==> src/rtl/post_adder_acc.sv <==
// Post-adder / accumulator: Z +/- (X + cin) over 48 bits with a registered P stage.
// Optional saturation on signed overflow is enabled with the POST_ADDER_SAT_EN macro.
module post_adder_acc #(
    parameter string CARRYINSEL = "OPMODE5",
    parameter int    PREG       = 1
) (
    input  logic        clk,
    input  logic        rst,
    input  logic        ce_opmode,
    input  logic        ce_carryin,
    input  logic        ce_p,
    input  logic [7:0]  opmode,
    input  logic [35:0] m,
    input  logic [47:0] dab,
    input  logic [47:0] c,
    input  logic [47:0] pcin,
    input  logic        carryin,
    output logic [47:0] p,
    output logic [47:0] pcout,
    output logic        carryout,
    output logic        ovf
);
    localparam bit USE_CARRYIN = (CARRYINSEL == "CARRYIN");

    logic [7:0]  opmode_r;
    logic        cin_r;
    logic [47:0] p_r;
    logic        carryout_r;
    logic        ovf_r;

    logic [47:0] x_mux;
    logic [47:0] z_mux;
    logic        cin;
    logic [48:0] sum_raw;
    logic [47:0] p_nxt;
    logic        ovf_nxt;

    // opmode[4] and [6] carry no function in this slice
    logic unused_opmode_bits;
    assign unused_opmode_bits = opmode_r[6] ^ opmode_r[4];

    always_ff @(posedge clk) begin
        if (rst) begin
            opmode_r <= '0;
            cin_r    <= 1'b0;
        end else begin
            if (ce_opmode)
                opmode_r <= opmode;
            if (ce_carryin)
                cin_r <= carryin;
        end
    end

    assign cin = USE_CARRYIN ? cin_r : opmode_r[5];

    // Feedback always comes from the P register; with PREG=0 feedback selects are illegal
    always_comb begin
        x_mux = '0;
        case (opmode_r[1:0])
            2'd0: x_mux = '0;
            2'd1: x_mux = {12'd0, m};
            2'd2: x_mux = p_r;
            2'd3: x_mux = dab;
            default: x_mux = '0;
        endcase
        z_mux = '0;
        case (opmode_r[3:2])
            2'd0: z_mux = '0;
            2'd1: z_mux = pcin;
            2'd2: z_mux = p_r;
            2'd3: z_mux = c;
            default: z_mux = '0;
        endcase
    end

    always_comb begin
        if (opmode_r[7])
            sum_raw = {1'b0, z_mux} - {1'b0, x_mux} - {48'd0, cin};
        else
            sum_raw = {1'b0, z_mux} + {1'b0, x_mux} + {48'd0, cin};
    end

`ifdef POST_ADDER_SAT_EN
    // Exact signed result in 50 bits; overflow when it does not fit in 48
    logic signed [49:0] sum_s;
    always_comb begin
        if (opmode_r[7])
            sum_s = $signed({{2{z_mux[47]}}, z_mux}) - $signed({{2{x_mux[47]}}, x_mux})
                    - $signed({49'd0, cin});
        else
            sum_s = $signed({{2{z_mux[47]}}, z_mux}) + $signed({{2{x_mux[47]}}, x_mux})
                    + $signed({49'd0, cin});
        ovf_nxt = (sum_s[49:47] != 3'b000) && (sum_s[49:47] != 3'b111);
        p_nxt   = sum_raw[47:0];
        if (ovf_nxt)
            p_nxt = sum_s[49] ? 48'h8000_0000_0000 : 48'h7FFF_FFFF_FFFF;
    end
`else
    assign ovf_nxt = 1'b0;
    assign p_nxt   = sum_raw[47:0];
`endif

    always_ff @(posedge clk) begin
        if (rst) begin
            p_r        <= '0;
            carryout_r <= 1'b0;
            ovf_r      <= 1'b0;
        end else if (ce_p) begin
            p_r        <= p_nxt;
            carryout_r <= sum_raw[48];
            ovf_r      <= ovf_nxt;
        end
    end

    generate
        if (PREG != 0) begin : g_preg
            assign p        = p_r;
            assign carryout = carryout_r;
            assign ovf      = ovf_r;
        end else begin : g_pcomb
            assign p        = p_nxt;
            assign carryout = sum_raw[48];
            assign ovf      = ovf_nxt;
        end
    endgenerate

    assign pcout = p;
endmodule

==> config.mk <==
export PLATFORM = sky130hd
export DESIGN_NAME = post_adder_acc
export DESIGN_NICKNAME = d
export VERILOG_FILES = /design/src/rtl/post_adder_acc.sv
export SDC_FILE = /design/constraint.sdc
export NUM_CORES = 1
export LEC_CHECK = 0
export CAP_MARGIN = 20
export CORE_MARGIN = 4
export CORE_UTILIZATION = 35
export DETAILED_ROUTE_END_ITERATION = 6
export PLACE_DENSITY = 0.62
export SLEW_MARGIN = 0
export SYNTH_ARGS = -nofsm -noshare
export SYNTH_HDL_FRONTEND = slang
export SYNTH_SLANG_ARGS = --single-unit
==> constraint.sdc <==
create_clock -name clk -period 5.9 [get_ports clk]
set_input_delay 0.59 -clock clk [delete_from_list [all_inputs] [get_ports clk]]
set_output_delay 0.59 -clock clk [all_outputs]
set_load 0.01 [all_outputs]
==> results of run 1 <==
==> cell usage after synthesis (4+ instances only) <==
master / number
inv_1: 144
ha_1: 139
nor2_1: 121
a21oi_1: 115
mux2_2: 84
nand2_1: 80
o21ai_0: 63
a22o_1: 59
clkbuf_1: 57
xnor2_1: 57
dfxtp_1: 55
buf_4: 49
a21o_1: 41
nor2b_1: 35
a211oi_1: 32
nor3_1: 29
a22oi_1: 27
xor2_1: 27
mux2i_1: 26
nand3_1: 21
o21bai_1: 19
a31oi_1: 16
nand4_1: 15
buf_1: 12
nand2b_1: 11
o211ai_1: 11
o21a_1: 10
a2111oi_2: 7
o31ai_1: 7
and2_1: 6
and4_1: 6
and3_1: 5
a221oi_1: 4
fa_1: 4
nand4b_1: 4
nor4_1: 4
o2111ai_1: 4
o31a_1: 4
==> per-layer routing <==
| metal | global-route usage | part of all wire |
|---|---|---|
| met4 | 0.0420 | 0.015 |
| met3 | 0.0264 | 0.062 |
| met2 | 0.395 | 0.46 |
| met1 | 0.325 | 0.46 |
| met5 | 0 | 0 |
==> state kept, by name (all words and copies together) (netlist names) <==
| signal | flops |
|---|---|
| carryout | 1 |
| p | 48 |
| opmode_r | 6 |
==> metrics by stage <==
stage	power, uW	setup WS (ps)	cell area (um2)
after floorplan	1550	1700	10900
after global placement	2060	985	13800
after detailed placement	2070	949	13800
after CTS	2430	978	13900
after global routing	2620	634	13900
final	2430	948	13900
==> final cells by class <==
cell class | instances | area [um2] | share of cell area
clock buffer | 5 | 125 | 0.00899
clock inverter | 3 | 26.3 | 0.00189
inverter | 145 | 544 | 0.0391
multi-input combinational | 1145 | 8630 | 0.620
sequential | 55 | 1110 | 0.0796
tap | 396 | 495 | 0.0356
timing repair buffer | 305 | 3000 | 0.215
==> path summary, 6_finish.rpt <==
check                           startpoint               endpoint  depth (start not counted)
hold reg to reg         p[20]$_SDFFE_PP0P_     p[20]$_SDFFE_PP0P_                          2
setup / recovery  opmode_r[1]$_SDFFE_PP0P_  carryout$_SDFFE_PP0P_                         14
hold / removal          p[20]$_SDFFE_PP0P_     p[20]$_SDFFE_PP0P_                          2
setup reg to reg  opmode_r[1]$_SDFFE_PP0P_  carryout$_SDFFE_PP0P_                         14
==> power breakdown <==
part / internal (uW) / switching (uW)
Combinational: 746 / 878
Clock: 163 / 186
Sequential: 404 / 57.4
Total: 1310 / 1120
==> cell families (layout without fill, tap and decap cells) <==
group / Yosys count / count (layout) / share of synthesized area
AO/OA/AOI/OAI: 458 / 458 / 0.293
flip-flops: 55 / 55 / 0.101
buffers and inverters: 264 / 458 / 0.108
multiplexers: 110 / 110 / 0.111
AND/OR/NAND/NOR: 349 / 349 / 0.152
XOR/XNOR: 84 / 84 / 0.0676
adder cells (fa/ha/maj): 143 / 143 / 0.167
other: 1 / 1 / 0.000344
==> worst register-to-register path: stages, from the launching register on <==
cell and delay, ps:
dfxtp_2 590, nor2b_4 640, a22oi_1 240, fa_1 460, fa_1 450, nor2b_1 190
o2111ai_1 180, nand4b_1 210, a21oi_2 120, o211ai_2 310, a311oi_4 240, o21ai_1 430
a221oi_2 160, o31a_1 320, a2111oi_2 320
==> flow_metrics.py, run 1 <==
metrics = {
    "pwr": {
        "power_density_nw_per_um2": 175,
        "ir_drop_mv": 0.133,
        "p_leak_uw": 0.00590,
    },
    "critical_path": {
        "path_cells": "nor2b_4, a22oi_1, fa_1, fa_1, nor2b_1, o2111ai_1, nand4b_1, a21oi_2, o211ai_2, a311oi_4, o21ai_1, a221oi_2, o31a_1, a2111oi_2",
        "cp_slowest_stage_delay_ps": 630,
        "arrival_ps": 5170,
        "reg2reg_slack_ps": 950,
        "crit_family": "compound AO/OA/AOI/OAI gates",
        "cp.required_ps": 6120,
        "cp_slowest_cell": "nor2b_4",
        "critical_path_class": "flip-flop to flip-flop",
        "cp-end-kind": "flip-flop",
        "path_buf_inv": 0,
        "cp_common_cell": "fa_1",
        "crit_path_start_kind": "flip-flop",
        "crit_fanout": 17,
    },
    "clock_tree": {
        "ctsResizeCount": 0,
        "cts_buffers": 5,
        "postCtsHoldBufs": 0,
        "clkTransAtPathRegs_ps": 90,
        "post_cts_buffers": 0,
        "cts_sinks": 55,
        "cts_tree": "done",
        "root_buffer": "clkbuf_16",
        "h-tree-depth": 2,
        "clk_path_buf_depth": 2,
        "worstSkewPairLatency_ps": 320,
    },
    "synthesis": {
        "yosysTopAreaCell": "ha_1",
        "avgSynthCellArea_um2": 7.44,
        "syn-num-nets": 1801,
        "synthFlopType": "dfxtp_1",
        "ys_async_sr_fraction": 0,
        "synth-seq-cells": 55,
        "synth_area_leaders": "ha_1 (16%), dfxtp_1 (10%), mux2_2 (8.7%)",
        "synth_edf_count": 0,
        "syn-cell-area_um2": 10900,
        "yosysSeqAreaShare": 0.101,
        "synth_top_area_share": 0.160,
        "synth_cell_types": 71,
        "synthCells": 1464,
        "ys.warnings.count": 0,
    },
    "placement": {
        "hpwlAfterDp_mm": 32.9,
        "placed_cells": 2046,
        "gp_congestion": 0.972,
        "portBuffers": 286,
    },
    "sta": {
        "clock_skew_ps": 11.8,
        "clock.fmax_mhz": 202,
        "finalSetupViolCount": 0,
        "setup_tns_ps": 0,
        "rsz0062_at_grt": "no",
        "maxSlewViolCount": 0,
        "period_needed_ps": 4950,
        "slew_headroom": 0.497,
        "fin_crit_sh": 0.839,
        "worstMarginPinSlew_ps": 755,
        "fin_hold_ws_ps": 535,
        "hold_viol_final": 0,
    },
    "route": {
        "drt-total-wl_mm": 41.0,
        "firstDrtPassIters": 6,
        "wire_per_inst_um": 20.0,
        "drtAntennaViolNets": 0,
        "vias": 11500,
        "viasPerCell": 5.58,
        "drtIter0Drc": 826,
        "drc": 0,
    },
    "floorplan": {
        "io-pin-count": 292,
        "rows": 64,
        "start_util": 0.355,
        "coreArea_um2": 30700,
        "die_height_um": 184,
        "die_area_um2": 34000,
        "die_width_um": 184,
    },
    "final_layout": {
        "layout.cells.most_common": "clkdlybuf4s50_1",
        "num-nets-final": 1994,
        "final_cell_mix": "clkdlybuf4s50_1 (284), inv_1 (144), ha_1 (139)",
        "drive_gt1_frac": 0.0850,
        "syn_to_final_growth_pct": 27.8,
        "finalNonFillerCells": 2054,
        "num-fill-cells": 3115,
        "utilization": 0.454,
        "n_antenna_cell": 0,
    },
    "run_status": {
        "status": "finished, final reports clean",
    },
    "global_routing": {
        "grt_max_degree": 58,
        "grt-ovfl-total": 0,
        "grt_pass1_wl_mm": 64.3,
        "antenna_found_initial": 0,
        "grt_pass1_vias": 11600,
        "gr-usage-all-layers": 0.234,
    },
    "hold_path": {
        "holdCritPathClass": "flip-flop to flip-flop",
    },
    "flow_run": {
        "cap_violations": 0,
    },
}
No activity file was read; power rests on OpenSTA's default activity.
==> run 2: changes to the inputs <==
- clock period: 5.9 -> 4.9 ns (I/O delays scaled with it)
==> run 2 against run 1 <==
Sequential share of layout area fell by 0.075 points. Critical path depth rose by 1. Utilization rose by 0.43 points.
==> flow_metrics.py, run 2 (same netlist as run 1, synthesis figures left out) <==
metrics = {
    "run_status": {
        "status": "finished, final reports clean",
    },
    "clock_tree": {
        "root_buffer": "clkbuf_16",
        "clkTransAtPathRegs_ps": 90,
        "cts_tree": "done",
        "post_cts_buffers": 0,
        "h-tree-depth": 2,
        "worstSkewPairLatency_ps": 320,
        "cts_buffers": 5,
        "ctsResizeCount": 0,
        "postCtsHoldBufs": 0,
        "cts_sinks": 55,
        "clk_path_buf_depth": 2,
    },
    "global_routing": {
        "antenna_found_initial": 0,
        "gr-usage-all-layers": 0.233,
        "grt-ovfl-total": 0,
        "grt_max_degree": 52,
        "grt_pass1_wl_mm": 64.0,
        "grt_pass1_vias": 11400,
    },
    "sta": {
        "hold_viol_final": 0,
        "clock_skew_ps": 12.1,
        "clock.fmax_mhz": 217,
        "fin_crit_sh": 0.942,
        "finalSetupViolCount": 0,
        "setup_slack_ps": 286,
        "worstMarginPinSlew_ps": 830,
        "slew_headroom": 0.447,
        "maxSlewViolCount": 0,
        "rsz0062_at_grt": "no",
        "period_needed_ps": 4610,
        "setup_tns_ps": 0,
    },
    "final_layout": {
        "utilization": 0.458,
        "largest_reg_flops": 48,
        "final_cell_mix": "clkdlybuf4s50_1 (284), inv_1 (144), ha_1 (139)",
        "num-nets-final": 2005,
        "n_antenna_cell": 0,
        "syn_to_final_growth_pct": 29.1,
        "drive_gt1_frac": 0.0929,
        "layout.cells.most_common": "clkdlybuf4s50_1",
    },
    "flow_run": {
        "cap_violations": 0,
    },
    "route": {
        "drt-total-wl_mm": 41.0,
        "firstDrtPassIters": 7,
        "viasPerCell": 5.57,
        "wire_per_inst_um": 19.9,
        "drtIter0Drc": 763,
        "drtAntennaViolNets": 0,
        "vias": 11500,
        "drc": 0,
    },
    "critical_path": {
        "crit_path_start_kind": "flip-flop",
        "cp.required_ps": 5120,
        "cp_slowest_stage_delay_ps": 510,
        "crit_family": "compound AO/OA/AOI/OAI gates",
        "path_cells": "buf_4, mux2_2, a22oi_1, fa_1, fa_1, nor2b_1, o2111ai_1, nand4b_1, a21oi_2, o211ai_2, a311oi_4, o21ai_2, a311o_1, xnor2_1, a2111oi_2",
        "cp-end-kind": "flip-flop",
        "critical_path_class": "flip-flop to flip-flop",
        "cp_common_cell": "fa_1",
        "crit_fanout": 10,
        "reg2reg_slack_ps": 290,
        "arrival_ps": 4840,
        "path_buf_inv": 1,
        "cp_slowest_cell": "a311oi_4",
    },
    "floorplan": {
        "rows": 64,
        "die_width_um": 184,
        "start_util": 0.355,
        "die_area_um2": 34000,
        "die_height_um": 184,
        "io-pin-count": 292,
        "coreArea_um2": 30700,
    },
    "pwr": {
        "p_leak_uw": 0.00596,
        "power_density_nw_per_um2": 209,
        "ir_drop_mv": 0.144,
    },
    "placement": {
        "gp_congestion": 0.963,
        "dp_worst_setup_slack_ps": 198,
        "portBuffers": 286,
        "hpwlAfterDp_mm": 33.2,
    },
    "hold_path": {
        "holdCritPathClass": "flip-flop to flip-flop",
    },
}
-- run 2: cell types whose count changed in the layout (fill, tap and decap cells not counted), sizes merged --
cell      previous run  this run
clkinv               2         3
buf                 21        32
inv                146       144
clkinvlp             0         1
-- run 2: layer usage --
metal	vias up	global-route usage	routed length [um]
met5	-	0	0
met4	0	0.0376	574
met3	36	0.0334	2920
met2	423	0.389	18600
met1	5437	0.325	18900
li1	5616	-	-
-- run 2: per-stage QoR --
stage	cell area (um2)	total power (uW)	hold slack, ps	instances
6_report	14100	2940	533	2065
5_1_grt	14100	3160	566	2065
4_1_cts	14000	2930	541	2065
3_5_place_dp	13900	2500	524	2057
3_3_place_gp	13900	2500	515	2057
2_1_floorplan	10900	1860	525	1464
-- run 2: cell type report --
type                    count  area [um2]
fillers                  3099       16600
repair buffers            316        3120
clock buffers               5         125
flip-flops and latches     55        1110
inverters                 145         544
well taps                 396         495
multi-input cells        1145        8640
clock inverters             3        25.0
-- run 2: tightest hold or removal path, stage by stage (launching register included) --
cell and delay, ps:
dfxtp_1 360, nor2_1 90, nor3_1 40
-- run 2: power by group --
part           total, uW  switching [uW]  internal (uW)
Clock                411             217            193
Sequential           558            71.0            487
Combinational       1970            1060            912
Total               2940            1350           1590
-- run 2: final timing paths --
| kind | end | start | depth (start not counted) |
|---|---|---|---|
| worst max-delay path | p[32]$_SDFFE_PP0P_ | opmode_r[1]$_SDFFE_PP0P_ | 15 |
| worst min-delay path | p[15]$_SDFFE_PP0P_ | p[15]$_SDFFE_PP0P_ | 2 |
| worst max register to register | p[32]$_SDFFE_PP0P_ | opmode_r[1]$_SDFFE_PP0P_ | 15 |
| worst min register to register | p[15]$_SDFFE_PP0P_ | p[15]$_SDFFE_PP0P_ | 2 |
==> run 3: changes to the inputs <==
- CORE_UTILIZATION: 35 -> 30
- PLACE_DENSITY: 0.62 -> 0.55
==> run 3 against run 2 <==
Setup slack gained 48 ps. Global-route usage shrank 2.3 points. Final area grew 1.3%. Combinational power grew 3%. First-iteration DRC count grew 7.9%. Register-to-register slack gained 50 ps. Cell count grew 3.9%. Clock skew shrank 1.1 ps. Fmax grew 1.0%. Sequential power shrank 0.7%. Die area grew 16%. Sequential cell count is the same. Largest power group unchanged.
==> flow_metrics.py, run 3 (same netlist as run 1, synthesis figures left out) <==
metrics = {
    "run_status": {
        "status": "finished, final reports clean",
    },
    "clock_tree": {
        "cts_buffers": 5,
        "clkTransAtPathRegs_ps": 100,
        "postCtsHoldBufs": 0,
        "clk_path_buf_depth": 2,
        "post_cts_buffers": 0,
        "root_buffer": "clkbuf_16",
        "worstSkewPairLatency_ps": 330,
        "h-tree-depth": 2,
        "cts_sinks": 55,
        "cts_tree": "done",
        "ctsResizeCount": 0,
    },
    "route": {
        "viasPerCell": 5.40,
        "drt-total-wl_mm": 43.5,
        "wire_per_inst_um": 20.3,
        "drtAntennaViolNets": 0,
        "drtIter0Drc": 823,
        "vias": 11600,
        "drc": 0,
        "firstDrtPassIters": 5,
    },
    "critical_path": {
        "critical_path_class": "flip-flop to flip-flop",
        "cp.required_ps": 5130,
        "crit_path_start_kind": "flip-flop",
        "cp-end-kind": "flip-flop",
        "crit_fanout": 28,
        "arrival_ps": 4790,
    },
    "sta": {
        "setup_tns_ps": 0,
        "maxSlewViolCount": 0,
        "worstMarginPinSlew_ps": 762,
        "fin_crit_sh": 0.932,
        "fin_hold_ws_ps": 544,
        "rsz0062_at_grt": "no",
        "slew_headroom": 0.492,
        "setup_slack_ps": 333,
        "clock.fmax_mhz": 219,
        "period_needed_ps": 4570,
        "finalSetupViolCount": 0,
        "hold_viol_final": 0,
        "clock_skew_ps": 10.9,
    },
    "placement": {
        "hpwlAfterDp_mm": 35.0,
        "dp_worst_setup_slack_ps": 169,
        "portBuffers": 286,
        "gp_congestion": 0.942,
        "detailed_place.area_um2": 14100,
        "placed_cells": 2138,
    },
    "floorplan": {
        "rows": 69,
        "die_height_um": 199,
        "die_width_um": 199,
        "io-pin-count": 292,
        "die_area_um2": 39400,
        "start_util": 0.305,
        "coreArea_um2": 35700,
    },
    "final_layout": {
        "multiInputGateArea_um2": 8630,
        "n_antenna_cell": 0,
        "num-nets-final": 2021,
        "drive_gt1_frac": 0.0997,
        "final_cell_mix": "clkdlybuf4s50_1 (284), inv_1 (144), ha_1 (139)",
        "syn_to_final_growth_pct": 30.8,
        "regArea_um2": 1110,
        "layout.cells.most_common": "clkdlybuf4s50_1",
        "largest_reg_flops": 48,
        "finalNonFillerCells": 2146,
        "num-fill-cells": 3775,
        "final_area_um2": 14200,
    },
    "flow_run": {
        "cap_violations": 0,
    },
    "global_routing": {
        "antenna_found_initial": 0,
        "met2_usage": 0.351,
        "grt_pass1_vias": 11600,
        "grt_use_met3": 0.0318,
        "gr-usage-all-layers": 0.210,
        "grt_pass1_wl_mm": 65.9,
        "grt_util_met1": 0.288,
        "gr-max-usage-layer": "met2",
        "grt_max_degree": 52,
        "grt-ovfl-total": 0,
    },
    "pwr": {
        "ir_drop_mv": 0.174,
        "power_density_nw_per_um2": 212,
        "p_leak_uw": 0.00602,
    },
    "hold_path": {
        "holdCritPathClass": "flip-flop to flip-flop",
    },
}
[run 3: cell count changes in the layout (fill, tap and decap cells not counted), sizes merged]
cell / change
buf: +16
inv: +1
clkinv: -2
clkinvlp: +1
[run 3: cell type report]
type                            count  share of cell area
Inverter                          145              0.0382
Clock buffer                        5             0.00879
Multi-Input combinational cell   1145               0.606
Sequential cell                    55              0.0778
Timing Repair Buffer              332               0.227
Clock inverter                      3             0.00167
Tap cell                          461              0.0405
[run 3: per-layer routing]
metal / wire length, um / vias to the layer above
li1: - / 5645
met1: 20300 / 5470
met2: 19700 / 429
met3: 2730 / 42
met4: 780 / 0
met5: 0 / -
[run 3: critical path, cell delays in order, from the launching register on]
cell       delay [ps]
dfxtp_2           400
buf_12            210
mux2i_1           320
nor2_1            100
a21oi_1           280
fa_1              290
fa_1              220
nor2b_1            70
o2111ai_1         270
nand4b_1          220
a21oi_2           300
o211ai_2          190
a311oi_4          490
o21ai_2           210
a311o_1           390
xnor2_1           140
a2111oi_2         340
[run 3: path summary, 6_finish.rpt]
path,from,end,slack (ps),cells past startpoint
worst max register to register,opmode_r[3]$_SDFFE_PP0P_,p[32]$_SDFFE_PP0P_,330,16
worst min register to register,carryout$_SDFFE_PP0P_,carryout$_SDFFE_PP0P_,540,2
worst min-delay path,carryout$_SDFFE_PP0P_,carryout$_SDFFE_PP0P_,540,2
worst max-delay path,opmode_r[3]$_SDFFE_PP0P_,p[32]$_SDFFE_PP0P_,330,16
[run 3: per-stage QoR]
stage / util / power (uW)
after CTS: 0.399 / 3010
after global placement: 0.395 / 2560
final: 0.399 / 3010
after detailed placement: 0.395 / 2560
after floorplan: - / 1860
after global routing: 0.399 / 3220
[run 3: power by group]
group	switching, uW	internal (uW)	leakage [uW]
Clock	235	194	0.0000664
Sequential	67.6	487	0.000455
Combinational	1090	940	0.00550
Total	1390	1620	0.00602
